### src/rtl/prod_disp_pkg.sv
// Shared constants for the product-to-BCD display stage: FSM encodings,
// datapath sizes, seven-segment patterns and the double-dabble nibble fix-up.
package prod_disp_pkg;

    localparam logic [1:0] ST_IDLE  = 2'd0;
    localparam logic [1:0] ST_SHIFT = 2'd1;
    localparam logic [1:0] ST_DONE  = 2'd2;

    localparam int BCD_DIGITS = 3;
    localparam int PROD_W     = 8;
    localparam logic [2:0] SHIFT_CNT_MAX = 3'd7;

    // Segment patterns, bit order {g,f,e,d,c,b,a}, lit segment = 1
    localparam logic [6:0] SEG_0     = 7'h3F;
    localparam logic [6:0] SEG_1     = 7'h06;
    localparam logic [6:0] SEG_2     = 7'h5B;
    localparam logic [6:0] SEG_3     = 7'h4F;
    localparam logic [6:0] SEG_4     = 7'h66;
    localparam logic [6:0] SEG_5     = 7'h6D;
    localparam logic [6:0] SEG_6     = 7'h7D;
    localparam logic [6:0] SEG_7     = 7'h07;
    localparam logic [6:0] SEG_8     = 7'h7F;
    localparam logic [6:0] SEG_9     = 7'h6F;
    localparam logic [6:0] SEG_BLANK = 7'h00;

    // Double-dabble correction: a nibble of 5 or more gets +3 so the
    // following left shift carries correctly into the next decimal digit.
    function automatic logic [3:0] dd_adjust(input logic [3:0] nib);
        logic [3:0] res;
        if (nib >= 4'd5) begin
            res = nib + 4'd3;
        end else begin
            res = nib;
        end
        return res;
    endfunction

endpackage

### src/rtl/seven_seg_decoder.sv
// Combinational BCD digit to seven-segment pattern (active-high).
// Codes above 9 and an asserted blank both produce an unlit digit.
module seven_seg_decoder
    import prod_disp_pkg::*;
(
    input  logic [3:0] digit,
    input  logic       blank,
    output logic [6:0] pattern
);

    // Look up the lit-segment pattern for the selected digit
    always_comb begin
        pattern = SEG_BLANK;
        if (blank) begin
            pattern = SEG_BLANK;
        end else begin
            case (digit)
                4'd0:    pattern = SEG_0;
                4'd1:    pattern = SEG_1;
                4'd2:    pattern = SEG_2;
                4'd3:    pattern = SEG_3;
                4'd4:    pattern = SEG_4;
                4'd5:    pattern = SEG_5;
                4'd6:    pattern = SEG_6;
                4'd7:    pattern = SEG_7;
                4'd8:    pattern = SEG_8;
                4'd9:    pattern = SEG_9;
                default: pattern = SEG_BLANK;
            endcase
        end
    end

endmodule

### src/rtl/product_bcd_display.sv
// Takes an 8-bit product, converts it to three BCD digits with a sequential
// double-dabble engine and scans the result onto a 3-digit seven-segment
// display with leading-zero blanking. The shown value holds until the next
// conversion completes.
module product_bcd_display
    import prod_disp_pkg::*;
#(
    parameter int REFRESH_BITS   = 16,
    parameter int SEG_ACTIVE_LOW = 0
) (
    input  logic              clk,
    input  logic              rst,
    input  logic              in_valid,
    input  logic [PROD_W-1:0] in_data,
    output logic              in_ready,
    output logic              busy,
    output logic              done,
    output logic [11:0]       bcd,
    output logic [6:0]        seg,
    output logic [2:0]        an
);

    localparam logic [6:0] SEG_OFF = (SEG_ACTIVE_LOW != 0) ? 7'h7F : 7'h00;
    localparam logic [REFRESH_BITS-1:0] SCAN_ONE = {{(REFRESH_BITS-1){1'b0}}, 1'b1};

    logic [1:0]              state_r;
    logic [PROD_W-1:0]       bin_r;
    logic [11:0]             scratch_r;
    logic [2:0]              cnt_r;
    logic [11:0]             bcd_r;
    logic                    done_r;
    logic [REFRESH_BITS-1:0] cnt_scan_r;
    logic [1:0]              idx_r;
    logic [2:0]              an_r;
    logic [6:0]              seg_r;

    logic [11:0]             adj_s;
    logic [11:0]             scratch_next_s;
    logic [PROD_W-1:0]       bin_next_s;
    logic [1:0]              idx_next_s;
    logic [2:0]              an_next_s;
    logic [3:0]              digit_sel_s;
    logic                    blank_sel_s;
    logic [6:0]              pattern_s;
    logic [6:0]              seg_next_s;

    assign in_ready = (state_r == ST_IDLE);
    assign busy     = (state_r == ST_SHIFT) || (state_r == ST_DONE);
    assign done     = done_r;
    assign bcd      = bcd_r;
    assign seg      = seg_r;
    assign an       = an_r;

    // One double-dabble step: fix up every nibble, then shift {scratch,bin} left
    always_comb begin
        adj_s          = {dd_adjust(scratch_r[11:8]), dd_adjust(scratch_r[7:4]),
                          dd_adjust(scratch_r[3:0])};
        scratch_next_s = {adj_s[10:0], bin_r[PROD_W-1]};
        bin_next_s     = {bin_r[PROD_W-2:0], 1'b0};
    end

    // Conversion FSM; the result and done pulse are registered on the final shift
    always_ff @(posedge clk or negedge rst) begin
        if (!rst) begin
            state_r   <= ST_IDLE;
            bin_r     <= {PROD_W{1'b0}};
            scratch_r <= 12'h000;
            cnt_r     <= 3'd0;
            bcd_r     <= 12'h000;
            done_r    <= 1'b0;
        end else begin
            case (state_r)
                ST_IDLE: begin
                    done_r <= 1'b0;
                    if (in_valid) begin
                        bin_r     <= in_data;
                        scratch_r <= 12'h000;
                        cnt_r     <= 3'd0;
                        state_r   <= ST_SHIFT;
                    end
                end
                ST_SHIFT: begin
                    scratch_r <= scratch_next_s;
                    bin_r     <= bin_next_s;
                    cnt_r     <= cnt_r + 3'd1;
                    if (cnt_r == SHIFT_CNT_MAX) begin
                        bcd_r   <= scratch_next_s;
                        done_r  <= 1'b1;
                        state_r <= ST_DONE;
                    end
                end
                ST_DONE: begin
                    done_r  <= 1'b0;
                    state_r <= ST_IDLE;
                end
                default: begin
                    done_r  <= 1'b0;
                    state_r <= ST_IDLE;
                end
            endcase
        end
    end

    // Select the next digit to scan and its blanking condition
    always_comb begin
        idx_next_s  = 2'd0;
        an_next_s   = 3'b001;
        digit_sel_s = bcd_r[3:0];
        blank_sel_s = 1'b0;
        case (idx_r)
            2'd0:    idx_next_s = 2'd1;
            2'd1:    idx_next_s = 2'd2;
            2'd2:    idx_next_s = 2'd0;
            default: idx_next_s = 2'd0;
        endcase
        case (idx_next_s)
            2'd0: begin
                an_next_s   = 3'b001;
                digit_sel_s = bcd_r[3:0];
                blank_sel_s = 1'b0;
            end
            2'd1: begin
                an_next_s   = 3'b010;
                digit_sel_s = bcd_r[7:4];
                blank_sel_s = (bcd_r[11:8] == 4'd0) && (bcd_r[7:4] == 4'd0);
            end
            2'd2: begin
                an_next_s   = 3'b100;
                digit_sel_s = bcd_r[11:8];
                blank_sel_s = (bcd_r[11:8] == 4'd0);
            end
            default: begin
                an_next_s   = 3'b001;
                digit_sel_s = bcd_r[3:0];
                blank_sel_s = 1'b0;
            end
        endcase
    end

    seven_seg_decoder u_dec (
        .digit   (digit_sel_s),
        .blank   (blank_sel_s),
        .pattern (pattern_s)
    );

    // Apply board segment polarity
    always_comb begin
        if (SEG_ACTIVE_LOW != 0) begin
            seg_next_s = ~pattern_s;
        end else begin
            seg_next_s = pattern_s;
        end
    end

    // Free-running scan counter; the displayed digit advances on every wrap
    always_ff @(posedge clk or negedge rst) begin
        if (!rst) begin
            cnt_scan_r <= {REFRESH_BITS{1'b0}};
            idx_r      <= 2'd0;
            an_r       <= 3'b000;
            seg_r      <= SEG_OFF;
        end else begin
            cnt_scan_r <= cnt_scan_r + SCAN_ONE;
            if (&cnt_scan_r) begin
                idx_r <= idx_next_s;
                an_r  <= an_next_s;
                seg_r <= seg_next_s;
            end
        end
    end

endmodule

### config.mk
export PLATFORM = sky130hd
export DESIGN_NAME = product_bcd_display
export DESIGN_NICKNAME = d
export VERILOG_FILES = /design/src/rtl/prod_disp_pkg.sv /design/src/rtl/seven_seg_decoder.sv /design/src/rtl/product_bcd_display.sv
export SDC_FILE = /design/constraint.sdc
export NUM_CORES = 1
export LEC_CHECK = 0
export ABC_AREA = 0
export BUFFER_PORTS_ARGS = -buffer_cell sky130_fd_sc_hd__buf_2
export CORE_MARGIN = 5
export CORE_UTILIZATION = 54
export DETAILED_ROUTE_END_ITERATION = 6
export PLACE_DENSITY_LB_ADDON = 0.12
export SLEW_MARGIN = 0
export SYNTH_ARGS = -nofsm -noshare
export SYNTH_HDL_FRONTEND = slang
export SYNTH_SLANG_ARGS = --single-unit
### constraint.sdc
create_clock -name clk -period 5.8 [get_ports clk]
set_input_delay 0.58 -clock clk [delete_from_list [all_inputs] [get_ports clk]]
set_output_delay 0.58 -clock clk [all_outputs]
set_load 0.03 [all_outputs]
Word level (Yosys, flattened, before mapping):

Memories as Yosys holds them, arrays and structs flattened.
Index checks and enable logic that the tools add are counted.

* bits in latches: 0
* output and inout bits: 25
* logic and storage cells: 57
* ROM bits: 112
* memories: 1
* memory bits (writable): 0
* flip-flop bits (word level): 66

Memories
* (no name shown): depth 16, bits a word 7, rd ports 1, clocked after memory_dff 0, write ports 0, line seven_seg_decoder.sv:17 `case (digit)`

* multipliers: 0
* bitwise logic cells: 0
* $add $sub $neg: 5
* muxes and demuxes: 19
* order comparisons: 3
* shifts and indexed selects: 0
* reductions and logical operators: 11
* divide/modulo/power cells: 0
* equality and inequality tests: 8

Operators by type and width (number)
* $pmux 12 s2: 1
* $add 16x1->16 const B: 1
* $pmux 8 s2: 1
* $reduce_and 16->1: 1
* $ge 4x3->1 const B: 3
* $mux 12: 1
* $pmux 3 s2: 2
* $add 4x2->4 const B: 2
* $logic_not 4->1: 2
* $mux 4: 2
* $mux 8: 1
* $pmux 2 s2: 2
* $pmux 4 s2: 1
* $mux 7: 1
* $eq 2x1->1 const B: 3
* $mux 3: 2
* $reduce_and 2->1: 3
* $eq 2x2->1 const B: 2
* $logic_not 2->1: 2
* $mux 2: 2
* $add 3x1->3 const B: 1
* $add 3x2->3 const B: 1
* $eq 3x3->1 const B: 1
* $mux 1: 2
* 6 further kinds: 6

Depth between registers and ports, before layout:

An unclocked memory read counts as a cell.

* word-level depth: 6
* mapped depth: 8
* gate-level depth less buffers: 7

Hierarchy:

Synthesis repeated with hierarchy kept, for this count alone.

* cells, all modules: 293
* area, all modules: 3216.8 sq um

By module, submodules not included
* product_bcd_display: cells an instance 262, area each 2986.6 sq um, instances 1
* seven_seg_decoder: cells an instance 31, area each 230.2 sq um, instances 1

Worst setup path after synthesis:

Ideal clock, no wire load.

* kind: reg2reg
* from: register idx_r[0]
* to: register seg_r[3] (netlist: seg[3])
* setup slack: 3.490 ns
* arrival: 2.245 ns
* required time: 5.735 ns
* cell stages (with the launch flop): 9
* path buffers: 1
* clock period less this slack: 2.310 ns
* path through: dfrtp_1 > buf_6 > mux2_2 > mux2i_4 > inv_1 > ha_1 > mux2_4 > a211oi_1 > mux2_2

* longest elaborated chain between the ends: 6
* elaborated cells on any way between the ends: 9

Ends and longest elaborated chain
* start: declaration: line product_bcd_display.sv:33 `logic [1:0] idx_r;`
* start signal: assignment: line product_bcd_display.sv:165 `idx_r <= idx_next_s;`
* $eq 2x1->1 or $logic_not 2->1 (tied branches): line product_bcd_display.sv:110 `case (idx_r)`
* $pmux 2 s2 *: line product_bcd_display.sv:110
* $eq 2x2->1 or $eq 2x1->1 (tied branches): line product_bcd_display.sv:116 `case (idx_next_s)`
* $pmux 4 s2: line product_bcd_display.sv:116
* $mem_v2 16x7
* $mux 7 *: line seven_seg_decoder.sv:14 `if (blank) begin`
* end signal: assignment: line product_bcd_display.sv:167 `seg_r <= seg_next_s;`
* end: declaration: line product_bcd_display.sv:35 `logic [6:0] seg_r;`

Every way passes the cells marked *; elsewhere a longest branch is shown, timed or not.
A chain may end at the register's enable or synchronous reset.

Worst setup path in the final report:

* from: register idx_r[0]
* to: register seg_r[0] (netlist: seg[0])

Same word-level chain as after synthesis.

==> qor.csv <==
stage;metric;value;unit
synth;synth_edf_count;0;
sta;slew_viol_final;0;
synth;synthFlopType;dfrtp_1;
synth;synth_cell_type_count;37;
finish;nFillCells;500;
drt;drc_errors;0;
finish;fin_util;0.623;
worst_setup_path;crit_family;multiplexers;
clock_network;clk_pin_slew;0.08;ns
finish;final_layout_size_suffix_gt1_frac;0.227;
synth;syn-cell-area;3220;sq um
floorplanning;die_x;87.3;um
sta;relSlewSlack;0.472;
finish;fin_nets;365;
clock_network;postCtsSetupBuffers;0;
synth;synth_compound_area_frac;0.108;
finish;area_growth;13.0;%
sta;fin_skew;0.00919;ns
power_and_ir_drop;peakVddDrop;0.000234;V
placed_design;dp_hpwl;4.16;mm
worst_setup_path;cpMostUsedCell;mux2_2;
synth;synthCells;302;
placed_design;io_buffers;35;
synth;yosysMostFrequentCell;dfrtp_1;
floorplanning;core_area;5850;sq um
floorplanning;die_area;7620;sq um
synth;yosysWarningCount;0;
grt;grt_pass1_vias;2220;
placed_design;gp_congestion;0.788;
synth;async_flop_share;1.00;
clock_network;cts_tree;yes;
clock_network;htree_levels;3;
sta;rsz0062_at_grt;no;
sta;setup_tns;0;ns
placed_design;pre_cts_slack;3.42;ns
synth;synth.top_cells.by_count;dfrtp_1, nand2_1, o21ai_0, ha_1, mux2_2;
power_and_ir_drop;power.density;425;nW/um^2
synth;synth_top_area_share;0.497;
finish;final_area;3640;sq um
worst_setup_path;cp-start-kind;flip-flop;
hold_path;min_path_type;input pin to asynchronous set/reset pin;
run_status;status;completed;
sta;worst_slew_pin_slew;0.792;ns
drt;vias;2232;
synth;ys_seq_area_frac;0.497;
floorplanning;fp.dieH;87.3;um
drt;ant_nets;0;
worst_setup_path;slowest_stage;dfrtp_1;
grt;grt_first_pass_wirelength;10.3;mm
drt;viasPerCell;5.34;
floorplanning;start_util;0.551;
drt;drt_wl_total;5.90;mm
sta;hold_viol_final;0;
drt;drt_iter0_markers;69;
grt;globalRoute.totalOverflow;0;
worst_setup_path;path_buf_inv;1;
synth;synthesis.area_per_instance;10.7;sq um
worst_setup_path;critPathMaxFanout;9;
synth;synth_top_family_by_area;simple AND/OR/NAND/NOR gates;
clock_network;clockBufferDepth;2;
clock_network;cts_root_buf;clkbuf_8;
power_and_ir_drop;leakage;1.78;nW
clock_network;clk-insertion-delay-late;0.34;ns
synth;synth.ff_latch_count;64;
worst_setup_path;critPathMaxStageDelay;0.51;ns
synth;synthAdderAreaFrac;0.0621;
floorplanning;ioPinCount;36;
clock_network;cts_resized;0;
grt;grtUsageTotal;0.173;
sta;min_period;2.42;ns
synth;synth.net_count;329;
synth;synth.area.top_cells;dfrtp_1, ha_1, o21ai_0, mux2_2, nand2_1;
worst_setup_path;worstPathArrival;2.70;ns
clock_network;clock-sinks;64;
sta;finalSetupViolCount;0;
worst_setup_path;worstPathRequired;6.08;ns
worst_setup_path;worstSetupPathType;flip-flop to flip-flop;
power_and_ir_drop;power.total;1.55;mW
clock_network;cts_hold_buffers;0;
worst_setup_path;cp-end-kind;flip-flop;
synth;synth.mux.area_fraction;0.110;
drt;dr.pass1.iters;4;
worst_setup_path;crit_chain;mux2_2, mux2i_1, inv_1, ha_1, mux2_2, a211oi_1, mux2_2;
grt;antenna_found_initial;0;
synth;synth_area_leader_cell;dfrtp_1;
sta;max_freq;414;MHz
synth;yosys.area_share.simple;0.142;
synth;synth-xor-area-share;0.0462;
placed_design;place_area;3450;sq um
finish;antennaDiodeCount;0;
flow_run;maxCapViolCount;0;
drt;wl_per_cell;14.1;um
sta;post-route-period-util;0.417;
grt;grt_max_degree;65;
floorplanning;row_count;28;
sta;setup_slack;3.38;ns
clock_network;cts-buffers-inserted;9;
-- cell usage in the layout (no fill, tap or decap), drive strengths merged --
cell and n:
dfrtp 64, nand2 37, buf 37, o21ai 36, mux2 17, ha 16
a21oi 15, xnor2 14, inv 13, mux2i 13, nand3 11, clkbuf 9
nor2 8, nor3b 6, nand2b 5, a22o 5, nor3 5, and3 4
nand4 4, clkinv 4, xor2 3, a211oi 3, and2 2, nor2b 2
o21a 2, clkinvlp 2, and4 1, or4 1, nor4 1, or2 1
a311oi 1, bufinv 1
-- layout make-up --
cell class	count	area (sq um)	share of cell area
Clock buffer	9	124	0.0340
Multi-Input combinational cell	213	1510	0.415
Clock inverter	7	72.6	0.0199
Sequential cell	64	1600	0.439
Inverter	13	48.8	0.0134
Timing Repair Buffer	37	190	0.0522
Tap cell	75	93.8	0.0257
-- state kept, by name (all words and copies together), names as in the netlist, 2 cells and up --
signal	cells
bin_r	8
idx_r	2
seg	7
scratch_r	12
cnt_scan_r	16
bcd	12
state_r	2
cnt_r	3
-- through the flow --
stage	hold WS (ns)	std cells
after detailed placement	0.455	402
after global routing	0.483	418
after global placement	0.457	402
after CTS	0.429	418
after floorplan	0.284	302
final	0.394	418
-- cell families after synthesis --
logic type | after synthesis
AND/OR/NAND/NOR | 88
flip-flops | 64
AO/OA/AOI/OAI | 62
multiplexers | 30
buffers and inverters | 25
XOR/XNOR | 17
adder cells (fa/ha/maj) | 16
-- worst paths after layout --
check                               start              to  slack [ns]  depth (start not counted)
max                              idx_r[0]          seg[0]        3.38                          7
min                                   rst   cnt_scan_r[9]        0.39                          2
max reg2reg                      idx_r[0]          seg[0]        3.38                          7
min reg2reg                cnt_scan_r[13]  cnt_scan_r[13]        0.47                          1
max in group asynchronous             rst    scratch_r[6]        4.87                          2
min in group clk           cnt_scan_r[13]  cnt_scan_r[13]        0.47                          1
-- per-layer routing --
metal  vias up  share of wire  global-route usage
li1       1119              -                   -
met1      1075           0.46               0.213
met2        30           0.49               0.289
met3         8          0.032              0.0350
met4         0          0.019              0.0809
met5         -              0                   0
-- power breakdown --
group / switching [mW] / internal (mW)
registers: 0.0758 / 0.534
clock network: 0.179 / 0.198
logic: 0.341 / 0.222
(Power assumes the default switching activity.)
